$ cat src/rtl/grad_update_seq.sv
// grad_update_seq: streams parameter/gradient reads into a gradient-descent unit and writes results back
module grad_update_seq #(
  parameter int ADDR_W = 8,
  parameter int DATA_W = 16
) (
  input  logic              clk,
  input  logic              rst,
  input  logic              start_in,
  input  logic [ADDR_W-1:0] num_params_in,
  input  logic [ADDR_W-1:0] param_base_in,
  input  logic              mode_in,
  input  logic [DATA_W-1:0] lr_in,
  output logic              param_rd_en_out,
  output logic [ADDR_W-1:0] param_rd_addr_out,
  input  logic [DATA_W-1:0] param_rd_data_in,
  output logic              grad_rd_en_out,
  output logic [ADDR_W-1:0] grad_rd_addr_out,
  input  logic [DATA_W-1:0] grad_rd_data_in,
  output logic [DATA_W-1:0] lr_out,
  output logic [DATA_W-1:0] value_old_out,
  output logic [DATA_W-1:0] grad_out,
  output logic              grad_descent_valid_out,
  output logic              grad_bias_or_weight_out,
  input  logic [DATA_W-1:0] value_updated_in,
  input  logic              grad_descent_done_in,
  output logic              param_wr_en_out,
  output logic [ADDR_W-1:0] param_wr_addr_out,
  output logic [DATA_W-1:0] param_wr_data_out,
  output logic              busy_out,
  output logic              done_out
);
  typedef enum logic [1:0] {IDLE, RUN, DRAIN, FIN} state_t;
  state_t state, state_nx;
  logic [ADDR_W-1:0] n, base, cnt, a1, a2;
  logic [DATA_W-1:0] lr, held;
  logic mode, v1, v2, f1, l1, l2, l3, issue, last;
  always_comb begin
    issue = state == RUN && n != '0;
    last = cnt == n - ADDR_W'(1);
    state_nx = state;
    case (state)
      IDLE:    state_nx = start_in ? RUN : IDLE;
      RUN:     state_nx = !issue ? FIN : last ? DRAIN : RUN;
      DRAIN:   state_nx = l3 ? FIN : DRAIN;
      default: state_nx = IDLE;
    endcase
  end
  assign param_rd_en_out = issue && (mode || cnt == '0);
  assign param_rd_addr_out = base + cnt;
  assign grad_rd_en_out = issue;
  assign grad_rd_addr_out = cnt;
  assign grad_descent_valid_out = v1;
  assign grad_out = v1 ? grad_rd_data_in : '0;
  // bias mode keeps feeding the first parameter read for every gradient
  assign value_old_out = !v1 ? '0 : (mode || f1) ? param_rd_data_in : held;
  assign lr_out = lr;
  assign grad_bias_or_weight_out = mode;
  assign busy_out = state == RUN || state == DRAIN || (state == FIN && n != '0);
  assign done_out = state == FIN;
  always_ff @(posedge clk) begin
    if (rst) begin
      state <= IDLE;
      n <= '0;
      base <= '0;
      mode <= 1'b0;
      lr <= '0;
      cnt <= '0;
      held <= '0;
      {v1, f1, l1, v2, l2, l3} <= '0;
      a1 <= '0;
      a2 <= '0;
      param_wr_en_out <= 1'b0;
      param_wr_addr_out <= '0;
      param_wr_data_out <= '0;
    end else begin
      state <= state_nx;
      if (state == IDLE && start_in) begin
        n <= num_params_in;
        base <= param_base_in;
        mode <= mode_in;
        lr <= lr_in;
        cnt <= '0;
      end else if (issue && !last) cnt <= cnt + ADDR_W'(1);
      v1 <= issue;
      f1 <= issue && cnt == '0;
      l1 <= issue && last;
      a1 <= mode ? base + cnt : base;
      v2 <= v1;
      l2 <= l1;
      a2 <= a1;
      l3 <= l2;
      if (v1 && f1) held <= param_rd_data_in;
      // a missing done in its slot simply drops that write; the pipeline keeps moving
      param_wr_en_out <= v2 && grad_descent_done_in && (mode || l2);
      if (v2 && grad_descent_done_in && (mode || l2)) begin
        param_wr_addr_out <= a2;
        param_wr_data_out <= value_updated_in;
      end
    end
  end
endmodule

$ cat config.mk
export PLATFORM = sky130hd
export DESIGN_NAME = grad_update_seq
export DESIGN_NICKNAME = d
export VERILOG_FILES = /design/src/rtl/grad_update_seq.sv
export SDC_FILE = /design/constraint.sdc
export NUM_CORES = 1
export LEC_CHECK = 0
export ABC_AREA = 1
export BUFFER_PORTS_ARGS = -buffer_cell sky130_fd_sc_hd__buf_4
export CAP_MARGIN = 20
export CORE_UTILIZATION = 49
export DETAILED_ROUTE_END_ITERATION = 6
export PLACE_DENSITY = 0.8
export REMOVE_ABC_BUFFERS = 1
export SYNTH_ARGS = -nofsm -noshare
export SYNTH_HDL_FRONTEND = slang
export SYNTH_SLANG_ARGS = --single-unit
$ cat constraint.sdc
create_clock -name clk -period 2.24 [get_ports clk]
set_input_delay 0.448 -clock clk [delete_from_list [all_inputs] [get_ports clk]]
set_output_delay 0.448 -clock clk [all_outputs]
set_load 0.005 [all_outputs]
# After elaboration in Yosys (flattened, before gate mapping)
# Cells that the tools add are included.
[word_totals]
word_cells = 54
out_inout_bits = 95
register_bits = 106
[op_classes]
n_mux = 9
n_eq_ne = 4
reduce_logical = 20
addsub = 3
[ops]
columns = ["op", "count"]
rows = [
  ["16-bit 2-to-1 mux", 3],
  ["1-bit logical AND", 10],
  ["8-bit by 1-bit adder with 8-bit output (second input constant)", 1],
  ["8-bit adder", 1],
  ["8-bit == test", 1],
  ["8-bit zero test", 1],
  ["8-bit 2-to-1 mux", 1],
  ["8-bit nonzero test", 1],
  ["8-bit by 1-bit subtractor with 8-bit output (second input constant)", 1],
  ["2-bit one-hot mux with 3 select lines", 1],
  ["1-bit logical OR", 5],
  ["2-bit == test (second input constant)", 2],
  ["2-bit 2-to-1 mux", 2],
  ["2-bit by 1-bit == test with 1-bit output (second input constant)", 1],
  ["2-bit zero test", 1],
  ["1-bit 2-to-1 mux", 2],
  ["2-bit OR reduction", 1],
  ["1-bit zero test", 1],
]

# Depth between registers and ports, before layout
# Gate-level depths: netlist of run 1.
[logic_depth]
ltp_word = 5
ltp_mapped = 13

# Least setup slack after synthesis of run 1
# Ideal clock, no wire load.
[synth_path]
kind = "reg2out"
start = "register cnt[0], in the netlist grad_rd_addr_out[0]"
end = "output port param_rd_addr_out[6]"
stages_incl_launch_ff = 10
arrival_time_ps = 1757
slack_ps = 35
cell_sequence = "dfxtp_1 -> ha_1 -> inv_1 -> fa_1 -> o21ai_0 -> nand2_1 -> nand2_1 -> nand2_1 -> nand2_1 -> xor2_1"
[synth_via]
elab_chain_len = 1
[synth_lines]
columns = ["element", "line", "source"]
rows = [
  ["start: declaration", "34", "logic [ADDR_W-1:0] n, base, cnt, a1, a2;"],
  ["start signal: assignment", "83", "end else if (issue && !last) cnt <= cnt + ADDR_W'(1);"],
  ["8-bit adder", "49", "assign param_rd_addr_out = base + cnt;"],
  ["end: declaration", "14", "output logic [ADDR_W-1:0] param_rd_addr_out,"],
]
# No other way between the ends.

# Worst setup path after layout of run 1
[layout_path]
start = "register base[0]"
end = "output port param_rd_addr_out[6]"
[layout_via]
elab_chain_len = 1
[layout_lines]
columns = ["element", "line", "source"]
rows = [
  ["start: declaration", "34", ""],
  ["start signal: assignment", "79", "base <= param_base_in;"],
  ["8-bit adder", "49", ""],
]
# No other way between the ends.

==> reports/metrics.cfg, run 1 <==
[sta]
setup_viol=3
timing.clock.skew_ns=0.02156
min_period_over_period_pct=109.9
max-slew-margin-rel_pct=53.53
hold-worst-slack_ns=0.3169
final_hold_viol_count=0
maxClockFrequency_mhz=406.3
finalCriticalPeriod_ns=2.461
slew_viol_final=0
tightest_slew_ns=0.6963
setup_ws_ns=-0.2210
rsz0062_at_grt=true

[status]
violations=negative setup slack
run_status=complete, but fails checks

[routing]
wire_length_per_cell_after_detailed_routing_um=13.33
drc=0
ant_nets=0
firstDrtPassIters=5
num_vias=4946
drt-initial-drc-count=181
wirelength_um=13300
routed_vias_inst=4.956

[pwr]
pwr_density_cell_nw_per_um2=664.4
power_leakage_nw=3.223
power_mw=4.444
worst_ir_drop_vdd_mv=0.4041

[clock_network]
cts-buffers-inserted=9
maximum_number_of_buffers_from_clock_root_to_sink=2
ctsHoldBuffers=0
cts_clk_pin_slew_worst_paths_ns=0.13
cts.root.buffer_cell=clkbuf_8
clock_sinks=106
htree_levels=3
clock_latency_ns=0.38
tritoncts=yes

[setup_path]
worst_setup_path_end_kind=primary output
cp_data_arrival_time_ns=2.01
path_class=reg -> out
reg2regPathDepth=5
cp_cell_sequence=ha_4 > inv_2 > fa_2 > o21ai_2 > nand2_1 > nand2_1 > nand2_1 > nand2_1 > xor2_1 > buf_4
crit_family=adder cells
cp.depth=10
timing.critical_path.buf_inv=2
slowest_delay_ns=0.37
critical_path.startpoint=base[0]
cpMaxStageDelayCell=dfxtp_2
crit-reg2reg-capture=held[11]
r2r-start=grad_descent_valid_out
critPathRequiredTime_ns=1.79
crit_path_end=param_rd_addr_out[6]
regToRegSetupSlack_ns=0.39
element_type_at_the_critical_path_start=register
critPathMaxFanout=2
crit_top_cell=nand2_1

[floorplanning]
fp.dieArea_um2=10210
rows=35
placeableCoreArea_um2=9371
chipWidth_um=101.0
initial_utilization_pct=51.27
top_level_ports=180
die_y_um=101.0

[cells_and_area]
area_growth_syn_to_layout_pct=39.22
final_cell_count_no_fill=998
most_frequent_cells_in_the_layout=198 x buf_4, 184 x nor2_1, 97 x o21ai_0
final_nets=964
num_antenna_cells=0
layout.cells.most_common=buf_4
drive_above_1_share_pct=29.57
nFillCells=761

[synthesis]
synth.cell_area_um2=4805
synth.ff_latch_count=106
ys_dominant_reg_cell=dfxtp_1
async_flop_share_pct=0
yosysSeqAreaShare_pct=44.17
synth.distinct_cells=26
average_size_of_a_mapped_cell_um2=6.994
synth_enable_flop_cells=0
yosysWarnings=0
post_synth_inst_count=687

[global_routing]
globalRoute.totalOverflow=0
grt_max_degree=48
grt_first_pass_wirelength_um=20600
first_global_vias=4460
antenna_found_initial=0
groute.usage.overall_pct=25.64

[flow_run]
maxCapViolations=0

[placed_design]
port_buffers=179
dpl.hpwl_um=9599
preCtsSetupSlack_ns=-0.004581
dpl.cell_count=977
finalWeightedCongestion=0.9113

[worst_hold_path]
hold_class=in -> reg
whs_path_depth=3

==> where the power goes <==
group / switching, mW / internal [mW] / leakage (nW) / total [mW]
clock: 0.765 / 0.460 / 0.106 / 1.22
combinational: 0.608 / 0.502 / 2.25 / 1.11
sequential: 0.0906 / 2.02 / 0.869 / 2.11
total: 1.46 / 2.98 / 3.22 / 4.44
==> worst reg2reg max path, cell delays in order, from the launching register on <==
cell     delay (ns)
dfxtp_1        0.40
buf_4          0.31
nand2_1        0.37
inv_1          0.50
nor2_1         0.10
nor2_1         0.12
==> cells by family after synthesis <==
family                     count (synthesis)  share of synthesized area, %
AOI/OAI and AO/OA                        139                         14.64
xor gates and xnor gates                  18                         3.281
adders and majority gates                 15                         4.063
buffers and inverters                    110                         8.698
DFF                                      106                         44.17
and+or+nand+nor                          299                         25.16
==> Yosys cell counts (6+ instances only) <==
library cell / instances / area (µm²)
nand2_1: 77 / 289.0
xnor2_1: 7 / 61.31
o21ai_0: 99 / 495.5
nor2_1: 186 / 698.2
ha_1: 14 / 175.2
dfxtp_1: 106 / 2122
inv_1: 71 / 266.5
xor2_1: 11 / 96.34
inv_2: 6 / 22.52
nand3_1: 23 / 115.1
clkbuf_1: 28 / 105.1
a21oi_1: 37 / 185.2
==> through the flow <==
stage	setup TNS, ns	utilization [%]	cell area (µm²)
global placement	0	67.16	6294
global route	-0.7086	71.38	6689
CTS	-0.2536	70.81	6636
detailed placement	-0.004581	67.16	6294
floorplan	0	-	4676
finish	-0.2966	71.38	6689
==> state kept, by name, summed over array words and instances, names as in the netlist, 2 cells and up <==
signal,count
grad_rd_addr_out,8
param_wr_addr_out,8
n,8
lr_out,16
held,16
base,8
a1,8
a2,8
param_wr_data_out,16
state,2
==> repair_timing <==
action                                  4_1_cts  5_1_grt
resized for setup                            27       10
pin swaps                                     6        4
endpoints found under the setup margin        6       23
buffers inserted                              4        1
==> cell type report <==
| cell class | count | area (µm²) | area share (%) |
|---|---|---|---|
| Inverter | 77 | 291.5 | 4.358 |
| Clock inverter | 7 | 91.34 | 1.366 |
| Tap cell | 129 | 161.4 | 2.413 |
| Timing Repair Buffer | 199 | 1498 | 22.39 |
| Sequential cell | 106 | 2137 | 31.95 |
| Clock buffer | 9 | 123.9 | 1.852 |
| Multi-Input combinational cell | 471 | 2386 | 35.67 |
==> worst min path at each step <==
stage | startpoint | end | slack [ns]
4_1_cts | num_params_in[6] | n[6] | 0.31
3_5_place_dp | a1[2] | a2[2] | 0.40
5_1_grt | value_updated_in[4] | param_wr_data_out[4] | 0.31
3_3_place_gp | a1[7] | a2[7] | 0.39
2_1_floorplan | a1[0] | a2[0] | 0.39
6_report | value_updated_in[9] | param_wr_data_out[9] | 0.32
==> routing by layer <==
layer,GRT usage (%),share of wire (%)
met3,6.172,8.4
met5,0,0
met1,29.34,40
met2,46.58,49
met4,8.696,2.0
Power figures use the tool's default switching activity.
==> inputs of run 2 (changes only) <==
--- a/config.mk
+++ b/config.mk
@@ -5,7 +5,6 @@
 export SDC_FILE = /design/constraint.sdc
 export NUM_CORES = 1
 export LEC_CHECK = 0
-export ABC_AREA = 1
 export BUFFER_PORTS_ARGS = -buffer_cell sky130_fd_sc_hd__buf_4
 export CAP_MARGIN = 20
 export CORE_UTILIZATION = 49
==> reports/metrics.cfg, run 2 <==
[placed_design]
dpl.hpwl_um=8847  ; -7.8%
area_post_placement_um2=6364  ; +1.1%
dpl.cell_count=910  ; -6.9%
port_buffers=179  ; unchanged
finalWeightedCongestion=0.8741  ; -4.1%
preCtsSetupSlack_ns=-0.2419  ; -0.2374 ns

[setup_path]
critPathMaxFanout=2  ; unchanged
element_type_at_the_critical_path_start=register
critPathRequiredTime_ns=1.79  ; about the same
regToRegSetupSlack_ns=-0.43  ; -0.82 ns
path_class=reg -> out
worst_setup_path_end_kind=primary output
critical_path.startpoint=grad_rd_addr_out[0]
r2r-start=grad_rd_addr_out[0]
cp_data_arrival_time_ns=2.24  ; +0.23 ns

[pwr]
power_frac_clock_pct=28.7  ; +1.1 points
comb_pwr_share_pct=22.4  ; -2.6 points
power_mw=4.163  ; -6.3%
pwr_density_cell_nw_per_um2=589.1  ; -11%
switching_share_pct=30.50  ; -2.4 points
power_leakage_nw=3.036  ; -5.8%
netSwitchingPower_mw=1.270  ; -13%
seqPwrFrac_pct=48.9  ; +1.4 points
worst_ir_drop_vdd_mv=0.4228  ; +4.6%
internal_power_mw=2.893  ; -2.9%

[sta]
tightest_slew_ns=0.7082  ; +0.01187 ns
maxClockFrequency_mhz=372.4  ; -8.3%
final_hold_viol_count=0  ; unchanged
rsz0062_at_grt=true
hold-worst-slack_ns=0.2933  ; -0.02363 ns
finalCriticalPeriod_ns=2.685  ; +0.2239 ns
setup_viol=5  ; +2
timing.clock.skew_ns=0.01249  ; -0.009071 ns
setup_ws_ns=-0.4449  ; -0.2239 ns
min_period_over_period_pct=119.9  ; +10 points
slew_viol_final=0  ; unchanged
max-slew-margin-rel_pct=52.79  ; -0.74 points
setup-tns-final_ns=-1.745  ; -1.449 ns

[global_routing]
antenna_found_initial=0  ; unchanged
groute.usage.overall_pct=25.74  ; +0.096 points
globalRoute.totalOverflow=0  ; unchanged
grt_max_degree=46  ; -4.2%
first_global_vias=4576  ; +2.6%
grt_first_pass_wirelength_um=20780  ; +0.90%

[floorplanning]
chipWidth_um=100.4  ; -0.65%
top_level_ports=180  ; unchanged
initial_utilization_pct=50.82  ; -0.44 points
placeableCoreArea_um2=9328  ; -0.47%
die_y_um=100.4  ; -0.65%
rows=35  ; unchanged
fp.dieArea_um2=10070  ; -1.3%

[cells_and_area]
nFillCells=680  ; -11%
num_antenna_cells=0  ; unchanged
final_nets=917  ; -4.9%
drive_above_1_share_pct=38.56  ; +9.0 points
utilization_pct=75.76  ; +4.4 points
final_design_instance_area_without_fill_um2=7067  ; +5.6%
final_cell_count_no_fill=951  ; -4.7%
area_growth_syn_to_layout_pct=49.06
layout.cells.most_common=buf_4
most_frequent_cells_in_the_layout=224 x buf_4, 192 x nand2_1, 98 x dfxtp_1

[synthesis]
yosysSeqAreaShare_pct=44.76  ; +0.59 points
async_flop_share_pct=0  ; unchanged
ys_dominant_reg_cell=dfxtp_1
yosys-top-cells-count=195 x nand2_1, 106 x dfxtp_1, 83 x a21oi_1
synth_area_leader_cell=dfxtp_1
synth.distinct_cells=46  ; +77%
post_synth_inst_count=603  ; -12%
post-synth-top-area-fraction_pct=44.76  ; +0.59 points
synth_enable_flop_cells=0  ; unchanged
synth.ff_latch_count=106  ; unchanged
synth.most_common_cell=nand2_1
synth.top_cells.by_area=dfxtp_1 45%, nand2_1 15%, a21oi_1 8.8%, ha_1 3.7%, a21boi_0 2.7%
yosysWarnings=0  ; unchanged
average_size_of_a_mapped_cell_um2=7.862  ; +12%
synth.cell_area_um2=4741  ; -1.3%

[clock_network]
ctsHoldBuffers=0  ; unchanged
cts-buffers-inserted=9  ; unchanged
clock_sinks=106  ; unchanged
htree_levels=3  ; unchanged
tritoncts=yes
cts_clk_pin_slew_worst_paths_ns=0.12  ; about the same
maximum_number_of_buffers_from_clock_root_to_sink=2  ; unchanged
cts.root.buffer_cell=clkbuf_8
clock_latency_ns=0.38  ; about the same

[routing]
drc=0  ; unchanged
routed_vias_inst=5.074  ; +2.4%
num_vias=4825  ; -2.4%
drt-initial-drc-count=168  ; -7.2%
wire_length_per_cell_after_detailed_routing_um=14.15  ; +6.2%
ant_nets=0  ; unchanged
wirelength_um=13460  ; +1.2%
firstDrtPassIters=4  ; -1

[status]
run_status=complete, but fails checks
violations=negative setup slack

[worst_hold_path]
hold_start=param_base_in[0]
hold_class=in -> reg

[flow_run]
maxCapViolations=0  ; unchanged

## run 2: changes by cell type in the layout (fill, tap and decap cells not counted), moves of 16 or more
cell,previous run,this run
nand2_1,76,192
nor2_1,184,17
a21oi_1,35,77
a21boi_0,0,16
inv_1,68,11
o21ai_0,97,0
and2_1,0,18
nand3_1,22,4
buf_4,198,224
## run 2: logic make-up (layout without fill, tap and decap cells)
kind of cell / Yosys count / after routing / synth area share (%)
AOI/OAI and AO/OA: 128 / 128 / 16.42
xor gates and xnor gates: 18 / 18 / 3.326
adders and majority gates: 15 / 15 / 4.117
buffers and inverters: 52 / 271 / 4.328
DFF: 106 / 106 / 44.76
muxes: 5 / 5 / 1.056
and+or+nand+nor: 279 / 279 / 26.00
## run 2: worst paths after layout
path                            cells after the start                   end
worst max-delay path                               10  param_rd_addr_out[6]
worst min register to register                      2  param_wr_addr_out[4]
worst max register to register                     18                 a1[6]
worst min-delay path                                3               base[0]
## run 2: cell type report
cell class / instances / area [µm²] / area share, %
clock buffer: 9 / 123.9 / 1.753
tap: 129 / 161.4 / 2.284
timing repair buffer: 239 / 1851 / 26.19
sequential: 106 / 2135 / 30.21
clock inverter: 7 / 80.08 / 1.133
inverter: 16 / 62.56 / 0.8853
multi-input combinational: 445 / 2654 / 37.55
## run 2: timing repair
action,in CTS,in global routing
buffers inserted,12,16
setup endpoints to repair,9,18
pin swaps,12,17
cloned,0,0
gates resized for setup,41,36
## run 2: metal layers
layer	global-route usage [%]	vias up	part of all wire, %
met5	0	-	0
met3	5.432	31	6.5
met4	11.37	0	2.6
li1	-	2404	-
met1	28.29	2205	40
met2	47.47	185	51
## run 2: worst max-delay path, cell delays in order, from the launching register on
cell and delay, ns:
dfxtp_4 0.39, ha_4 0.14, inv_2 0.04, fa_2 0.35, nor2b_2 0.13, o21ai_2 0.08, a21boi_2 0.23, o21ai_2 0.09
nand2_2 0.10, xor2_1 0.16, buf_4 0.15
## run 2: power groups by stage
stage / combinational, mW / clock [mW] / sequential [mW]
2_1_floorplan: 0.369 / 0 / 2.08
3_3_place_gp: 0.786 / 0 / 2.07
3_5_place_dp: 0.814 / 0 / 2.07
4_1_cts: 0.846 / 1.20 / 2.03
5_1_grt: 1.02 / 1.29 / 2.05
6_report: 0.934 / 1.19 / 2.04
==> inputs of run 3 (changes only) <==
--- a/config.mk
+++ b/config.mk
@@ -7,6 +7,7 @@
 export LEC_CHECK = 0
 export BUFFER_PORTS_ARGS = -buffer_cell sky130_fd_sc_hd__buf_4
 export CAP_MARGIN = 20
+export CORE_ASPECT_RATIO = 0.8
 export CORE_UTILIZATION = 49
 export DETAILED_ROUTE_END_ITERATION = 6
 export PLACE_DENSITY = 0.8
==> reports/metrics.cfg, run 3 (synthesis gave the netlist of run 2 again) <==
[cells_and_area]
area.sequential_um2=2133  ; about the same
nFillCells=677  ; -0.44%
multi_input_comb_area_um2=2554  ; -3.8%
final_design_instance_area_without_fill_um2=6904  ; -2.3%
layout.cells.most_common=buf_4
area_growth_syn_to_layout_pct=45.63
final_cell_count_no_fill=918  ; -3.5%
drive_above_1_share_pct=35.37  ; -3.2 points
num_antenna_cells=0  ; unchanged
final_nets=898  ; -2.1%
most_frequent_cells_in_the_layout=212 x buf_4, 193 x nand2_1, 99 x dfxtp_1

[setup_path]
r2r-start=n[4]
element_type_at_the_critical_path_start=register
critPathMaxFanout=3  ; +1
cp_data_arrival_time_ns=2.12  ; -0.12 ns
critical_path.startpoint=grad_rd_addr_out[1]
path_class=reg -> out
worst_setup_path_end_kind=primary output
critPathRequiredTime_ns=1.79  ; about the same

[floorplanning]
die_y_um=89.98  ; -10%
rows=31  ; -11%
initial_utilization_pct=51.36  ; +0.53 points
chipWidth_um=112.0  ; +12%
fp.dieArea_um2=10080  ; about the same
top_level_ports=180  ; unchanged
placeableCoreArea_um2=9231  ; -1.0%

[placed_design]
preCtsSetupSlack_ns=-0.1687  ; +0.07324 ns
port_buffers=179  ; unchanged
area_post_placement_um2=6329  ; -0.55%
dpl.cell_count=892  ; -2.0%
finalWeightedCongestion=0.8889  ; +1.7%
dpl.hpwl_um=8846  ; about the same

[clock_network]
clock_sinks=106  ; unchanged
maximum_number_of_buffers_from_clock_root_to_sink=2  ; unchanged
ctsHoldBuffers=0  ; unchanged
cts-buffers-inserted=9  ; unchanged
tritoncts=yes
cts.root.buffer_cell=clkbuf_16
clock_latency_ns=0.35  ; -0.03 ns
htree_levels=3  ; unchanged
cts_clk_pin_slew_worst_paths_ns=0.07  ; -0.05 ns

[sta]
setup_viol=5  ; unchanged
maxClockFrequency_mhz=389.3  ; +4.5%
rsz0062_at_grt=true
max-slew-margin-rel_pct=53.79  ; +1.0 points
hold-worst-slack_ns=0.3389  ; +0.04558 ns
tightest_slew_ns=0.6932  ; -0.01503 ns
final_hold_viol_count=0  ; unchanged
min_period_over_period_pct=114.7  ; -5.2 points
finalCriticalPeriod_ns=2.569  ; -0.1164 ns
timing.clock.skew_ns=0.004682  ; -0.007807 ns
slew_viol_final=0  ; unchanged
setup_ws_ns=-0.3285  ; +0.1164 ns

[worst_hold_path]
hold_class=in -> reg
hold_start=num_params_in[1]

[global_routing]
first_global_vias=4461  ; -2.5%
grt_max_degree=48  ; +4.3%
grt_first_pass_wirelength_um=20490  ; -1.4%
groute.usage.overall_pct=24.97  ; -0.77 points
antenna_found_initial=0  ; unchanged
globalRoute.totalOverflow=0  ; unchanged

[routing]
drt-initial-drc-count=266  ; +58%
wirelength_um=12950  ; -3.8%
ant_nets=0  ; unchanged
drc=15  ; +15
firstDrtPassIters=6  ; +2
wire_length_per_cell_after_detailed_routing_um=14.11  ; -0.33%
routed_vias_inst=5.143  ; +1.4%
num_vias=4721  ; -2.2%

[pwr]
worst_ir_drop_vdd_mv=0.4880  ; +15%
power_leakage_nw=2.983  ; -1.8%
pwr_density_cell_nw_per_um2=658.9  ; +12%

[status]
violations=design-rule violations, negative setup slack
run_status=complete, but fails checks

[flow_run]
maxCapViolations=0  ; unchanged

-- run 3: cell count changes in the layout (fill, tap and decap cells not counted), moves of 3 or more --
cell | previous run | this run
clkbuf_16 | 0 | 10
a21oi_2 | 5 | 2
buf_4 | 224 | 212
inv_1 | 11 | 15
inv_2 | 4 | 1
a21oi_1 | 77 | 81
ha_4 | 7 | 1
buf_6 | 15 | 6
ha_1 | 6 | 12
clkbuf_8 | 9 | 0
-- run 3: metrics by stage --
stage,power [mW],utilization [%],setup TNS (ns)
CTS,4.508,72.63,-0.8770
global route,4.753,74.79,-1.848
finish,4.549,74.79,-0.9787
detailed placement,2.874,68.56,-0.2129
floorplan,2.448,-,-1.499
global placement,2.848,68.56,-0.1015
-- run 3: critical path: stages (launching register included) --
cell and delay [ns]:
dfxtp_1 0.33, buf_4 0.13, ha_1 0.28, a21oi_1 0.23
o211ai_1 0.17, o41ai_2 0.27, xnor2_1 0.19, buf_4 0.16
-- run 3: layout make-up --
class                      instances  area share (%)
multi-input combinational        445           36.99
sequential                       106           30.90
timing repair buffer             220           24.68
tap                              115           2.084
inverter                          16          0.8699
clock inverter                     7           1.214
clock buffer                       9           3.262
-- run 3: timing repair --
item,CTS,global route
cloned,0,2
endpoints found under the hold margin,0,0
endpoints found under the setup margin,9,19
pin swaps,6,12
buffers inserted,2,7
gates resized for setup,16,31
-- run 3: final timing paths --
kind                            cells after the start              endpoint  slack (ns)
worst max-delay path                                7  param_rd_addr_out[7]       -0.33
worst min-delay path                                3                  n[1]        0.34
worst min register to register                      2  param_wr_addr_out[7]        0.43
worst max register to register                      9   grad_rd_addr_out[7]        0.01
-- run 3: per-layer routing --
layer  track usage (%)  routed length, µm  vias to the layer above  part of all wire [%]
met5                 0                  0                        -                     0
met1             31.65               5645                     2137                    44
met3             6.001                918                       20                   7.1
met2             42.44               6182                      190                    48
met4             6.778                204                        0                   1.6
li1                  -                  -                     2374                     -
-- run 3: where the power goes --
group	internal, mW	switching, mW	leakage (nW)	total, mW
logic	0.438	0.448	1.96	0.886
registers	1.97	0.0648	0.864	2.04
clock network	0.891	0.737	0.154	1.63
